===== src/rtl/mem_port_arbiter.sv =====
// Arbitrates one single-ported memory between fetch (I) and load/store (D); D wins unless I is starved.
// Define ARB_PERF_CNT_EN to add per-port stall-cycle counters (i_stall_cnt, d_stall_cnt).
module mem_port_arbiter #(
   parameter int AW           = 32,
   parameter int DW           = 32,
   parameter int STARVE_LIMIT = 4,
   parameter int TIMEOUT      = 255
) (
   input  logic            clk,
   input  logic            reset,
   input  logic            i_req,
   input  logic [AW-1:0]   i_addr,
   output logic [DW-1:0]   i_rdata,
   output logic            i_ack,
   output logic            i_err,
   input  logic            d_req,
   input  logic            d_we,
   input  logic [AW-1:0]   d_addr,
   input  logic [DW-1:0]   d_wdata,
   input  logic [DW/8-1:0] d_be,
   output logic [DW-1:0]   d_rdata,
   output logic            d_ack,
   output logic            d_err,
   output logic            stall,
   output logic            mem_req,
   output logic            mem_we,
   output logic [AW-1:0]   mem_addr,
   output logic [DW-1:0]   mem_wdata,
   output logic [DW/8-1:0] mem_be,
   input  logic            mem_ready,
   input  logic [DW-1:0]   mem_rdata
`ifdef ARB_PERF_CNT_EN
   ,
   output logic [31:0]     i_stall_cnt,
   output logic [31:0]     d_stall_cnt
`endif
);

   localparam int          BW         = DW / 8;
   localparam logic [3:0]  STARVE_MAX = 4'(STARVE_LIMIT);
   localparam logic [7:0]  TMO_MAX    = 8'(TIMEOUT);

   typedef enum logic [1:0] {IDLE, BUSY_I, BUSY_D} state_e;

   state_e          state_q, state_d;
   logic            mem_req_q, mem_req_d;
   logic            mem_we_q, mem_we_d;
   logic [AW-1:0]   mem_addr_q, mem_addr_d;
   logic [DW-1:0]   mem_wdata_q, mem_wdata_d;
   logic [BW-1:0]   mem_be_q, mem_be_d;
   logic            i_ack_q, i_ack_d;
   logic            d_ack_q, d_ack_d;
   logic            i_err_q, i_err_d;
   logic            d_err_q, d_err_d;
   logic [DW-1:0]   i_rdata_q, i_rdata_d;
   logic [DW-1:0]   d_rdata_q, d_rdata_d;
   logic [3:0]      starve_cnt_q, starve_cnt_d;
   logic [7:0]      tmo_cnt_q, tmo_cnt_d;
   logic            grant_i, grant_d;
`ifdef ARB_PERF_CNT_EN
   logic [31:0]     i_stall_cnt_q, i_stall_cnt_d;
   logic [31:0]     d_stall_cnt_q, d_stall_cnt_d;
`endif

   // Arbitration only happens in IDLE; D yields once I has watched STARVE_LIMIT D grants.
   always_comb begin
      grant_d = 1'b0;
      grant_i = 1'b0;
      if (state_q == IDLE) begin
         if (d_req && !(i_req && starve_cnt_q == STARVE_MAX)) grant_d = 1'b1;
         else if (i_req)                                       grant_i = 1'b1;
      end
   end

   always_comb begin
      state_d     = state_q;
      mem_req_d   = mem_req_q;
      mem_we_d    = mem_we_q;
      mem_addr_d  = mem_addr_q;
      mem_wdata_d = mem_wdata_q;
      mem_be_d    = mem_be_q;
      i_rdata_d   = i_rdata_q;
      d_rdata_d   = d_rdata_q;
      tmo_cnt_d   = tmo_cnt_q;
      i_ack_d     = 1'b0;
      d_ack_d     = 1'b0;
      i_err_d     = 1'b0;
      d_err_d     = 1'b0;
      case (state_q)
         IDLE: begin
            if (grant_d) begin
               state_d     = BUSY_D;
               mem_req_d   = 1'b1;
               mem_we_d    = d_we;
               mem_addr_d  = d_addr;
               mem_wdata_d = d_wdata;
               mem_be_d    = d_be;
               tmo_cnt_d   = '0;
            end else if (grant_i) begin
               state_d     = BUSY_I;
               mem_req_d   = 1'b1;
               mem_we_d    = 1'b0;
               mem_addr_d  = i_addr;
               mem_wdata_d = '0;
               mem_be_d    = '1;
               tmo_cnt_d   = '0;
            end
         end
         BUSY_I, BUSY_D: begin
            if (mem_ready) begin
               state_d   = IDLE;
               mem_req_d = 1'b0;
               if (state_q == BUSY_I) begin
                  i_ack_d   = 1'b1;
                  i_rdata_d = mem_rdata;
               end else begin
                  d_ack_d   = 1'b1;
                  d_rdata_d = mem_rdata;
               end
            end else if (tmo_cnt_q == TMO_MAX) begin
               // Abort; a mem_ready arriving later lands in IDLE and is ignored.
               state_d   = IDLE;
               mem_req_d = 1'b0;
               if (state_q == BUSY_I) i_err_d = 1'b1;
               else                   d_err_d = 1'b1;
            end else begin
               tmo_cnt_d = tmo_cnt_q + 8'd1;
            end
         end
         default: begin
            state_d   = IDLE;
            mem_req_d = 1'b0;
         end
      endcase
   end

   always_comb begin
      if (!i_req || grant_i)                           starve_cnt_d = '0;
      else if (grant_d && starve_cnt_q != STARVE_MAX)  starve_cnt_d = starve_cnt_q + 4'd1;
      else                                             starve_cnt_d = starve_cnt_q;
   end

`ifdef ARB_PERF_CNT_EN
   always_comb begin
      i_stall_cnt_d = i_stall_cnt_q;
      d_stall_cnt_d = d_stall_cnt_q;
      if (i_req && !i_ack_q) i_stall_cnt_d = i_stall_cnt_q + 32'd1;
      if (d_req && !d_ack_q) d_stall_cnt_d = d_stall_cnt_q + 32'd1;
   end
`endif

   always_ff @(posedge clk) begin
      if (reset) begin
         state_q      <= IDLE;
         mem_req_q    <= 1'b0;
         mem_we_q     <= 1'b0;
         mem_addr_q   <= '0;
         mem_wdata_q  <= '0;
         mem_be_q     <= '0;
         i_ack_q      <= 1'b0;
         d_ack_q      <= 1'b0;
         i_err_q      <= 1'b0;
         d_err_q      <= 1'b0;
         i_rdata_q    <= '0;
         d_rdata_q    <= '0;
         starve_cnt_q <= '0;
         tmo_cnt_q    <= '0;
`ifdef ARB_PERF_CNT_EN
         i_stall_cnt_q <= '0;
         d_stall_cnt_q <= '0;
`endif
      end else begin
         state_q      <= state_d;
         mem_req_q    <= mem_req_d;
         mem_we_q     <= mem_we_d;
         mem_addr_q   <= mem_addr_d;
         mem_wdata_q  <= mem_wdata_d;
         mem_be_q     <= mem_be_d;
         i_ack_q      <= i_ack_d;
         d_ack_q      <= d_ack_d;
         i_err_q      <= i_err_d;
         d_err_q      <= d_err_d;
         i_rdata_q    <= i_rdata_d;
         d_rdata_q    <= d_rdata_d;
         starve_cnt_q <= starve_cnt_d;
         tmo_cnt_q    <= tmo_cnt_d;
`ifdef ARB_PERF_CNT_EN
         i_stall_cnt_q <= i_stall_cnt_d;
         d_stall_cnt_q <= d_stall_cnt_d;
`endif
      end
   end

   assign mem_req   = mem_req_q;
   assign mem_we    = mem_we_q;
   assign mem_addr  = mem_addr_q;
   assign mem_wdata = mem_wdata_q;
   assign mem_be    = mem_be_q;
   assign i_ack     = i_ack_q;
   assign d_ack     = d_ack_q;
   assign i_err     = i_err_q;
   assign d_err     = d_err_q;
   assign i_rdata   = i_rdata_q;
   assign d_rdata   = d_rdata_q;
   // Only an ack releases the core; an err cycle still reads as stalled.
   assign stall     = (i_req | d_req) & ~(i_ack_q | d_ack_q);
`ifdef ARB_PERF_CNT_EN
   assign i_stall_cnt = i_stall_cnt_q;
   assign d_stall_cnt = d_stall_cnt_q;
`endif

endmodule


===== config.mk =====
export PLATFORM = sky130hd
export DESIGN_NAME = mem_port_arbiter
export DESIGN_NICKNAME = d
export VERILOG_FILES = /design/src/rtl/mem_port_arbiter.sv
export SDC_FILE = /design/constraint.sdc
export NUM_CORES = 1
export LEC_CHECK = 0
export CAP_MARGIN = 20
export CORE_ASPECT_RATIO = 1.1
export CORE_UTILIZATION = 37
export CTS_CLUSTER_SIZE = 24
export DETAILED_ROUTE_END_ITERATION = 12
export PLACE_DENSITY = 0.8
export SLEW_MARGIN = 15
export SYNTH_ARGS = -nofsm -noshare
export SYNTH_HDL_FRONTEND = slang
export SYNTH_SLANG_ARGS = --single-unit

===== constraint.sdc =====
create_clock -name clk -period 1.6 [get_ports clk]
set_input_delay 0.24 -clock clk [delete_from_list [all_inputs] [get_ports clk]]
set_output_delay 0.24 -clock clk [all_outputs]
set_load 0.005 [all_outputs]

==> results of run 1 <==
==> timing repair <==
| action | 4_1_cts | 5_1_grt |
|---|---|---|
| setup endpoints to repair | 15 | 48 |
| setup buffers | 1 | 1 |
| cloned | 0 | 4 |
| gates resized for setup | 16 | 39 |
| pin swaps | 4 | 11 |
==> cells by family (layout without fill, tap and decap cells) <==
kind of cell	count (synthesis)	after routing	synth area share (%)
AOI/OAI and AO/OA	198	198	22.7
buffers and inverters	61	355	4.70
adders and majority gates	5	5	1.09
muxes	3	3	0.547
and+or+nand+nor	243	243	17.8
DFF	152	152	53.2
==> where the power goes <==
part           switching [mW]  total (mW)  internal, mW
sequential              0.131        4.18          4.05
clock                    1.57        4.04          2.47
combinational           0.948        2.18          1.23
total                    2.65        10.4          7.74
==> metal layers <==
layer | global-route usage, % | wire, um | vias to the layer above
met2 | 37.0 | 9130 | 234
li1 | - | - | 2876
met4 | 9.81 | 520 | 0
met1 | 25.0 | 7320 | 2718
met3 | 6.47 | 1260 | 37
met5 | 0 | 0 | -
==> layout by cell type (no fill, tap or decap), types with 3 or more instances in the layout <==
master                            count
sky130_fd_sc_hd__o221a_2              4
sky130_fd_sc_hd__o221ai_2            26
sky130_fd_sc_hd__nand2_1            171
sky130_fd_sc_hd__o21ai_0             10
sky130_fd_sc_hd__buf_6                3
sky130_fd_sc_hd__clkinv_2             3
sky130_fd_sc_hd__inv_1                6
sky130_fd_sc_hd__dfxtp_1            149
sky130_fd_sc_hd__a31oi_1              6
sky130_fd_sc_hd__nor3_1               3
sky130_fd_sc_hd__a21oi_1            102
sky130_fd_sc_hd__and4_1               3
sky130_fd_sc_hd__buf_12              10
sky130_fd_sc_hd__nor2_1              36
sky130_fd_sc_hd__nand3_1              3
sky130_fd_sc_hd__a22oi_1             31
sky130_fd_sc_hd__clkbuf_16           20
sky130_fd_sc_hd__clkdlybuf4s50_1    271
sky130_fd_sc_hd__o221ai_1             5
sky130_fd_sc_hd__and2_1               3
sky130_fd_sc_hd__inv_2                3
sky130_fd_sc_hd__buf_4               22
sky130_fd_sc_hd__dfxtp_2              3
sky130_fd_sc_hd__clkbuf_8             4
sky130_fd_sc_hd__nand2b_1             3
==> cell type report <==
type                       instances  area [um^2]  share of cell area (%)
tap                              196          245                    2.50
multi-input combinational        449         2660                    27.0
sequential                       152         3050                    31.0
inverter                           9         33.8                   0.344
timing repair buffer             314         3240                    33.0
clock inverter                    10          116                    1.18
clock buffer                      22          484                    4.93
==> worst paths after layout <==
check	to	slack (ns)	start
worst min register to register	mem_addr[18]$_SDFFE_PP0P_	0.45	mem_addr[18]$_SDFFE_PP0P_
worst max register to register	tmo_cnt_q[5]$_SDFFE_PP0P_	-0.04	state_q[0]$_SDFFE_PP0P_
worst min-delay path	d_err$_SDFF_PP0_	0.18	reset
worst max-delay path	tmo_cnt_q[5]$_SDFFE_PP0P_	-0.04	state_q[0]$_SDFFE_PP0P_
==> sequential cells by signal, indices dropped and copies added (netlist names), 2 cells and up <==
| signal | count |
|---|---|
| starve_cnt_q | 4 |
| mem_wdata | 32 |
| state_q | 2 |
| i_rdata | 32 |
| mem_be | 4 |
| d_rdata | 32 |
| mem_addr | 32 |
| tmo_cnt_q | 8 |
==> stage by stage <==
step	setup WS, ns	TNS [ns]	cell area (um^2)	hold WS [ns]
6_report	-0.0372	-0.0381	9830	0.177
5_1_grt	-0.135	-0.440	9830	0.165
4_1_cts	-0.0274	-0.0274	9540	0.155
3_5_place_dp	-0.328	-14.65	8870	0.442
3_3_place_gp	-0.295	-11.27	8870	0.438
2_1_floorplan	0.00176	0	5720	0.376
==> cells in the mapped netlist, drive strengths merged <==
library cell and instances:
a22oi 33, nor3 3, nor4 2, a211oi 1, and3b 1, and3 2, nand3 3, o21ai 12
nor3b 1, inv 9, a31oi 6, or3b 2, o221ai 32, nand4b 1, nand3b 2, clkbuf 29
a211o 1, nand4 2, a41oi 1, nand2b 4, a21oi 103, buf 23, ha 5, and4 3
a311oi 2, o221a 4, o211ai 2, nor2 37, o41a 1, dfxtp 152, mux2i 2, and2 4
mux2 1, or3 1, nor2b 3, nand2 172
==> worst reg2reg max path: stages, from the launching register on <==
cell and delay (ns):
sky130_fd_sc_hd__dfxtp_2 0.34, sky130_fd_sc_hd__inv_2 0.04, sky130_fd_sc_hd__ha_4 0.26, sky130_fd_sc_hd__or3b_4 0.41
sky130_fd_sc_hd__a211oi_4 0.23, sky130_fd_sc_hd__a41oi_2 0.15, sky130_fd_sc_hd__a31oi_1 0.14
==> results.txt, run 1 <==
The number of cells on the critical path is 6, and the critical path data arrival time is 1.98 ns. On the worst path, the slowest cell contributes a delay of 0.41 ns. The run gives 5720 um^2 as the synthesized area. Along the worst path, the maximum fanout reaches 3. The total nets after synthesis was 805. The clock latency reported for the late side of the worst-skew pair is 0.42 ns, and the period utilization is 102%. Before antenna repair, the detailed router went through 4 iterations.

Time the worst path needs with I/O delays and setup: 1.64 ns. The number of placed instances, taps included, is 1114. The total power consumption of the routed design was 10.4 mW. STA classifies the critical path endpoint as a register. Timing would allow up to 611 MHz. The global-route total usage across every layer was 21.7%; the relative slew slack was 63.6%. Launching element type of the critical path: a register. The worst register-to-register path has a depth of 6.

Summed over all instances, the cell type with the most area after synthesis is sky130_fd_sc_hd__dfxtp_1. The vertical die dimension came out at 132 um. Summing the sequential cell areas from Yosys gives 53.2% of the chip area.

The total clock buffers created by CTS came out at 17. In the post-synthesis netlist, the biggest area contributors are sky130_fd_sc_hd__dfxtp_1 (53%), sky130_fd_sc_hd__nand2_1 (11%), sky130_fd_sc_hd__a21oi_1 (9.0%). For this configuration, the core starts out at a cell density of 38.0%. In this run the number of H-tree levels came out at 4.

After the flow finishes, the layout carries non-filler instances totaling 1152. After synthesis, the mean cell area works out to 8.64 um^2. The share of Yosys cell area claimed by the top area cell type is 53.2%. The tools report the number of nets with antenna violations after routing as 0. Row generation in the floorplan step produced 47 rows. The tools report the via count of the first global-routing pass as 5648.

The share of final-layout standard cells stronger than drive strength 1 works out to 13.6%. The tools report the half-perimeter wire length of the detailed placement result as 11800 um. For this design, the sink count on the clock tree is 152. On the final layout, the worst clock skew is 0.00774 ns. Critical path class: register to register.

Hold repair after CTS inserted 0 buffers. The maximum buffer depth of the clock tree came out at 2. Walking the worst path, the cells encountered are inv_2 > ha_4 > or3b_4 > a211oi_4 > a41oi_2 > a31oi_1. Global-route congestion overflow total: 0. The core outline area is 15100 um^2, and the filler cell count is 1244.

The flow ran to the end, but the final reports show violations. At the end of routability-driven placement, the weighted congestion stood at 0.793. The checks that failed: setup timing. STA puts the critical path data required time at 1.95 ns. The Yosys step of the flow raised 0 warnings. Input and output buffers added on the ports amount to 276. The routed layout has 5865 vias.

Dividing the detail-routed wire length by the instance count gives 15.8 um. The run gives 344 as the initial detailed-routing violation count. The floorplan step set the die width to 121 um.

The leakage power summed over all cells is 3.50 nW, and the core utilization of the finished layout is 65.3%. Final routed DRC violation total: 0. The worst hold path belongs to the class input port to register. Clock-pin slew was measured on the worst setup and hold paths at 0.06 ns.

The run gives 0 as the final-report hold violation count. The largest individual stage delay along the critical path comes from the cell sky130_fd_sc_hd__or3b_4. After synthesis the netlist holds a flip-flop and latch count of 152. The antenna diode count is 0, and the post-detailed-route via-to-cell ratio is 5.09. TritonCTS built the clock tree.

The kind of cell with the highest combined delay on the critical path is compound AO/OA/AOI/OAI gates. In the final design database the tool counted 1086 nets. The worst hold path was traced through 3 stages.

The first global-routing pass estimated 27600 um of wire. Setup violations remaining at the end of the flow were counted as 2. Entering global routing, the biggest net connects 101 pins. The critical path buffer and inverter count is 1, and the number of instances in the synthesized netlist is 662.

The final-report max-slew violation count is 0. Setup repair after global routing could not meet its margin everywhere. The actual slew at the worst max-slew pin was 0.543 ns; the post-route worst setup slack was -0.0372 ns. The final wirelength was 18200 um; the cell area power density was 1060 nW/um^2. For the number of antenna violations at the first check in global routing, the log shows 0. Pin placement for this block handled 277 I/O pins. The run gives 0 as the max-cap check violation count.

The worst-case IR drop observed on VDD is 694 uV. The die covers 16000 um^2. In this run, distinct cell masters in the synthesized netlist total 42. Relative to the synthesized area, the layout overhead comes to 71.7%.

Buffer type at the clock tree root: sky130_fd_sc_hd__clkbuf_16.
(Power assumes the default switching activity.)
==> run 2, diff against run 1 <==
--- a/config.mk
+++ b/config.mk
@@ -10,6 +10,7 @@
 export CORE_UTILIZATION = 37
 export CTS_CLUSTER_SIZE = 24
 export DETAILED_ROUTE_END_ITERATION = 12
+export MAX_ROUTING_LAYER = met4
 export PLACE_DENSITY = 0.8
 export SLEW_MARGIN = 15
 export SYNTH_ARGS = -nofsm -noshare
==> results.txt, run 2 (synthesized netlist as in run 1, its figures left out) <==
The run finished, with violations left. The checks that failed: setup timing. The logs give 3 (+1) for the final-report setup violation count and 5 (+1) for the first-pass detailed-route iteration total. The logs give 18200 um (-0.44%) for the final wirelength and 694 uV (about the same) for the highest ir drop seen on vdd.

The sequential cell area in the final layout was 3050 um^2 (unchanged). The actual slew at the worst max-slew pin works out to 0.557 ns (+0.0134 ns). The library cell used most frequently in the layout, excluding fill and tap cells, is sky130_fd_sc_hd__clkdlybuf4s50_1. The launching element type of the critical path is a register.

The tools report the total placed instance area as 8870 um^2 (unchanged). For the max-cap check violation count, the log shows 0 (unchanged). The final-report hold violation count is 0 (unchanged). The via count of the first global-routing pass was 5659 (+0.19%); the number of nets with antenna violations after routing was 0 (unchanged).

The logs give 62.7% (-0.90 points) for the relative slew slack and 0 (unchanged) for the final routed DRC violation total. The full die area is 16000 um^2 (unchanged), and the initial detailed-routing violation count is 345 (+0.29%). The post-route standard cell area excluding fillers is 9830 um^2 (unchanged), and the total number of vias is 5852 (-0.22%).

The cell area power density is 1060 nW/um^2 (-0.11%), and the period utilization is 103% (+0.76 points). The time the worst path needs with I/O delays and setup works out to 1.65 ns (+0.0122 ns). The maximum buffer depth of the clock tree is 2 (unchanged). The maximum level of the CTS H-tree was 4 (unchanged); the core utilization of the finished layout was 65.3% (unchanged).

The antenna diode count is 0 (unchanged). The tools report the core outline area as 15100 um^2 (unchanged). The area of the multi-input gates is 2660 um^2 (unchanged). Worst hold slack: 0.176 ns (-0.000505 ns).

Post-detailed-route via-to-cell ratio: 5.08 (-0.22%). The clock-pin slew reported for the worst setup and hold paths after clock tree synthesis was 0.06 ns (about the same); the half-perimeter wire length of the detailed placement result was 11800 um (unchanged). In the layout the commonest cells are sky130_fd_sc_hd__clkdlybuf4s50_1 (271), sky130_fd_sc_hd__nand2_1 (171), sky130_fd_sc_hd__dfxtp_1 (149), sky130_fd_sc_hd__a21oi_1 (102), sky130_fd_sc_hd__nor2_1 (36). The logs give 152 (unchanged) for the number of sinks on the clock net and 17 (unchanged) for the total clock buffers created by CTS. Filler cell count: 1244 (unchanged).

Setup repair after global routing could not meet its margin everywhere. The path type of the worst min-delay path is input port to register. Top fanout value on the critical path: 3 (unchanged). For the count of standard-cell rows, the log shows 47 (unchanged).

The logs give 27600 um (about the same) for the global-route wire length before repair and 0 (unchanged) for the final-report max-slew violation count. The tools report the global-route total usage across every layer as 22.4% (+0.67 points). The worst setup path is captured at a register.

Met2 wire length: 9100 um (-0.42%). CTS placed an instance of sky130_fd_sc_hd__clkbuf_16 at the clock tree root. The run gives 0.00568 ns (-0.00206 ns) as the worst clock skew. The final layout net count is 1086 (unchanged), and the maximum achievable frequency is 606 MHz (-0.74%). The floorplan die width is 121 um (unchanged). The run gives 1.94 ns (about the same) as the required time at the endpoint of the critical path. The vertical die dimension was 132 um (unchanged). The area overhead of the layout relative to synthesis came out at 71.7% (unchanged).

The total of buffers placed on input and output ports is 276 (unchanged). The post-route worst setup slack is -0.0495 ns (-0.0122 ns). The setup path with the least slack is of type register to register. The run gives 0.804 (+1.4%) as the final estimated routing congestion in global placement. The post-detailed-route wirelength per cell came out at 15.8 um (-0.44%). The run gives 277 (unchanged) as the I/O pin count. The total met3 wirelength after detailed routing was 1090 um (-13%). TritonCTS built the clock tree. The share of final-layout standard cells stronger than drive strength 1 was 13.6% (unchanged); the global-route congestion overflow total was 0 (unchanged). Number of antenna violations at the first check in global routing: 0 (unchanged). The initial core utilization is 38.0% (unchanged). The highest metal layer used by the detailed router is met4. The maximum number of pins on one net before global-route repair came out at 101 (unchanged). Critical path data arrival time: 1.99 ns (about the same). The length of routed wiring on met1 came out at 7430 um (+1.4%). The leakage power summed over all cells was 3.50 nW (unchanged); the clock latency reported for the late side of the worst-skew pair was 0.42 ns (about the same).
## run 2: cell counts in the layout (fill, tap and decap cells not counted)
No cell type changed its count.
## run 2: critical path: stages, from the launching register on
cell and delay, ns:
sky130_fd_sc_hd__dfxtp_2 0.34, sky130_fd_sc_hd__inv_2 0.04, sky130_fd_sc_hd__ha_4 0.26, sky130_fd_sc_hd__or3b_4 0.41
sky130_fd_sc_hd__a211oi_4 0.24, sky130_fd_sc_hd__a41oi_2 0.15, sky130_fd_sc_hd__a31oi_1 0.14
## run 2: stage by stage
| stage | worst slack, ns | TNS, ns | total power, mW | cells |
|---|---|---|---|---|
| 2_1_floorplan | 0.00176 | 0 | 5.04 | 662 |
| 3_3_place_gp | -0.295 | -11.27 | 6.21 | 1114 |
| 3_5_place_dp | -0.328 | -14.65 | 6.24 | 1114 |
| 4_1_cts | -0.0274 | -0.0274 | 10.3 | 1147 |
| 5_1_grt | -0.135 | -0.442 | 10.8 | 1152 |
| 6_report | -0.0495 | -0.0706 | 10.4 | 1152 |
## run 2: what timing repair did
action | in CTS | in global routing
hold buffers | 0 | 0
gates resized for setup | 16 | 39
pin swaps | 4 | 11
buffers inserted | 1 | 1
gates cloned | 0 | 4
setup endpoints to repair | 15 | 48
## run 2: area by class of cell
type	count	share of cell area, %
Clock buffer	22	4.93
Inverter	9	0.344
Sequential cell	152	31.0
Clock inverter	10	1.18
Tap cell	196	2.50
Timing Repair Buffer	314	33.0
Multi-Input combinational cell	449	27.0
## run 2: power breakdown
part / leakage, nW / switching, mW / internal [mW]
clock: 0.293 / 1.56 / 2.47
combinational: 1.96 / 0.946 / 1.23
sequential: 1.24 / 0.131 / 4.05
total: 3.50 / 2.64 / 7.74
## run 2: final timing paths
kind                                to  cells after the start  slack [ns]                 startpoint
max          tmo_cnt_q[5]$_SDFFE_PP0P_                      6       -0.05    state_q[0]$_SDFFE_PP0P_
min                   d_err$_SDFF_PP0_                      3        0.18                      reset
max reg2reg  tmo_cnt_q[5]$_SDFFE_PP0P_                      6       -0.05    state_q[0]$_SDFFE_PP0P_
min reg2reg  mem_addr[18]$_SDFFE_PP0P_                      2        0.45  mem_addr[18]$_SDFFE_PP0P_
## run 2: layer usage
layer / GRT usage, % / vias to the layer above
li1: - / 2882
met1: 25.6 / 2715
met2: 37.1 / 216
met3: 5.47 / 39
met4: 9.81 / 0
met5: - / -
==> run 3, diff against run 2 <==
--- a/config.mk
+++ b/config.mk
@@ -7,6 +7,7 @@
 export LEC_CHECK = 0
 export CAP_MARGIN = 20
 export CORE_ASPECT_RATIO = 1.1
+export CORE_MARGIN = 5
 export CORE_UTILIZATION = 37
 export CTS_CLUSTER_SIZE = 24
 export DETAILED_ROUTE_END_ITERATION = 12
==> results.txt, run 3 (synthesized netlist as in run 1, its figures left out) <==
The number of sinks on the clock net is 152 (unchanged). The tools report the capturing point of the worst reg2reg path as tmo_cnt_q[5]$_SDFFE_PP0P_. Maximum level of the CTS H-tree: 4 (unchanged).

The tools report the combinational power share as 20.9% (about the same). Share of final-layout standard cells stronger than drive strength 1: 14.7% (+1.1 points). The final-report setup violation count was 2 (-1).

For the filler cell count, the log shows 1165 (-6.4%). The initial detailed-routing violation count was 299 (-13%); the final layout net count was 1097 (+1.0%). In this run the critical register-to-register path is launched from state_q[1]$_SDFFE_PP0P_. The run gives 1.98 ns (about the same) as the critical path data arrival time. The library cells used most frequently in the layout, excluding fill and tap cells, are sky130_fd_sc_hd__clkdlybuf4s50_1 (270), sky130_fd_sc_hd__nand2_1 (170), sky130_fd_sc_hd__dfxtp_1 (148), sky130_fd_sc_hd__a21oi_1 (102), sky130_fd_sc_hd__nor2_1 (37).

The initial core utilization is 37.9% (-0.15 points), and the part of the power in the clock network is 40.6% (+1.8 points). Final-report max-slew violation count: 0 (unchanged). The tools report the hold-critical path endpoint as d_err$_SDFF_PP0_.

The largest stage delay on the critical path is 0.40 ns (about the same). The logs give 720 uV (+3.8%) for the highest ir drop seen on vdd and 1.95 ns (about the same) for the required time at the endpoint of the critical path. Worst-case register-to-register setup slack: -0.03 ns (+0.02 ns).

The switching power summed over all nets is 2.70 mW (+2.5%), and the number of stages on the worst hold path is 3 (unchanged). The most common library cell in the layout ignoring fill and taps is sky130_fd_sc_hd__clkdlybuf4s50_1. For the clock latency reported for the late side of the worst-skew pair, the log shows 0.42 ns (about the same).

STA classifies the critical path startpoint as a register. The I/O pin count came out at 277 (unchanged). The via count of the first global-routing pass was 5661 (+0.035%); the post-route worst setup slack was -0.0280 ns (+0.0215 ns). The full die area was 18100 um^2 (+13%); the critical path buffer and inverter count was 1 (unchanged). For the maximum number of pins on one net before global-route repair, the log shows 64 (-37%).

The maximum buffer depth of the clock tree was 2 (unchanged). The total of buffers placed on input and output ports came out at 276 (unchanged). The number of antenna violations at the first check in global routing is 1 (+1), and the time the worst path needs with I/O delays and setup is 1.63 ns (-0.0215 ns). Number of cells on the worst reg-to-reg path: 6 (unchanged). The top fanout value on the critical path is 3 (unchanged). The actual slew at the worst max-slew pin was 0.524 ns (-0.0322 ns). Traced cell by cell, the critical path runs through inv_2 > ha_4 > or3b_4 > a211oi_4 > a41oi_2 > a31oi_1. The kind of cell with the highest combined delay on the critical path is compound AO/OA/AOI/OAI gates. The period utilization was 102% (-1.3 points); the global-route congestion overflow total was 0 (unchanged). The vertical die dimension was 140 um (+6.0%). The tools report the kind of capture point of the worst setup path as a register.

The global-route total usage across every layer was 20.4% (-2.0 points); the clock-pin slew reported for the worst setup and hold paths after clock tree synthesis was 0.06 ns (about the same). The core outline area was 15100 um^2 (+0.39%). TritonCTS built the clock tree. For the design internal power, the log shows 8.17 mW (+5.5%). The worst clock skew was 0.00921 ns (+0.00353 ns).

The final wirelength was 19400 um (+6.8%); the final estimated routing congestion in global placement was 0.845 (+5.0%). Post-detailed-route wirelength per cell: 16.7 um (+5.7%). The tools report the total power consumption of the routed design as 10.9 mW (+4.8%). The maximum achievable frequency is 614 MHz (+1.3%), and the half-perimeter wire length of the detailed placement result is 13200 um (+12%). The run gives 10000 um^2 (+1.8%) as the post-route standard cell area excluding fillers.

The critical path class was register to register. The critical path starts at state_q[1]$_SDFFE_PP0P_. Total clock buffers created by CTS: 17 (unchanged).

For the final-report hold violation count, the log shows 0 (unchanged). The run finished, with violations left. The logs give 65.0% (+2.3 points) for the relative slew slack and 0 (unchanged) for the final routed DRC violation total. Post-detailed-route via-to-cell ratio: 5.10 (+0.31%). The area overhead of the layout relative to synthesis came out at 74.7%. The checks that failed: setup timing. The tools report the leakage power summed over all cells as 3.61 nW (+3.3%).

For the proportion of power drawn by flip-flops and latches, the log shows 38.4% (-1.8 points). The slowest cell on the critical path is sky130_fd_sc_hd__or3b_4. The tools report the first-pass detailed-route iteration total as 5 (unchanged). The max-cap check violation count is 0 (unchanged). CTS placed an instance of sky130_fd_sc_hd__clkbuf_16 at the clock tree root. The switching portion of total power was 24.9% (-0.54 points).

The worst hold slack is 0.173 ns (-0.00310 ns), and the total number of vias is 5931 (+1.3%). Number of nets with antenna violations after routing: 0 (unchanged). Setup repair after global routing could not meet its margin everywhere.

The tools report the beginning of the worst hold path as reset. The global-route wire length before repair is 28900 um (+4.5%). Floorplan die width: 129 um (+6.6%).

The cell area power density is 1090 nW/um^2 (+3.0%). The path type of the worst min-delay path was input port to register. The count of standard-cell rows was 47 (unchanged). Total placed instance area: 8940 um^2 (+0.79%).
[run 3: cell count changes in the layout (fill, tap and decap cells not counted), sizes merged]
cell,before,now
buf,36,46
dlymetal6s2s,2,3
clkbuf,25,22
clkdlybuf4s50,271,270
bufinv,2,5
clkinv,4,3
clkinvlp,2,4
diode,0,1
[run 3: cell type report]
type                            count  area, um^2  share of cell area, %
Antenna cell                        1        2.50                 0.0250
Clock buffer                       18         439                   4.39
Clock inverter                     14         220                   2.20
Inverter                            9        33.8                  0.338
Multi-Input combinational cell    449        2630                   26.3
Sequential cell                   152        3050                   30.5
Tap cell                          196         245                   2.45
Timing Repair Buffer              325        3380                   33.8
[run 3: worst max-delay path by stage]
stage,endpoint,cells past startpoint
global route,tmo_cnt_q[5]$_SDFFE_PP0P_,6
floorplan,tmo_cnt_q[5]$_SDFFE_PP0P_,6
finish,tmo_cnt_q[5]$_SDFFE_PP0P_,6
detailed placement,tmo_cnt_q[3]$_SDFFE_PP0P_,6
CTS,mem_addr[7]$_SDFFE_PP0P_,7
global placement,tmo_cnt_q[5]$_SDFFE_PP0P_,6
[run 3: layer usage]
metal  wire (um)  share of wire, %  GRT usage, %  vias up
met3        1300               6.7          5.83       37
met1        7620                39          23.3     2779
met2        9930                51          33.7      216
li1            -                 -             -     2899
met5           0                 0             -        -
met4         540               2.8          7.90        0
[run 3: power groups by stage]
stage	combinational (mW)	sequential, mW	clock, mW
after floorplan	0.773	4.27	0
after global placement	2.02	4.24	0
after detailed placement	2.05	4.25	0
after CTS	2.10	4.18	4.51
after global routing	2.44	4.21	4.69
final	2.27	4.18	4.42
[run 3: through the flow]
stage          utilization (%)  worst slack (ns)  cells  setup TNS, ns
2_1_floorplan                -           0.00176    662              0
3_3_place_gp              59.2            -0.320   1120         -13.15
5_1_grt                   66.2            -0.120   1164          -1.25
3_5_place_dp              59.2            -0.369   1120         -15.61
4_1_cts                   64.1          -0.00106   1155       -0.00106
6_report                  66.2           -0.0280   1164        -0.0470
[run 3: timing repair]
item	CTS	global route
cloned	0	5
setup buffers	3	3
hold buffers	0	0
pin swaps	5	10
setup endpoints to repair	73	95
resized for setup	17	45
[run 3: worst reg2reg max path: stages (launching register included)]
cell                       delay (ns)
sky130_fd_sc_hd__dfxtp_2         0.33
sky130_fd_sc_hd__inv_2           0.05
sky130_fd_sc_hd__ha_4            0.26
sky130_fd_sc_hd__or3b_4          0.40
sky130_fd_sc_hd__a211oi_4        0.24
sky130_fd_sc_hd__a41oi_2         0.14
sky130_fd_sc_hd__a31oi_1         0.14
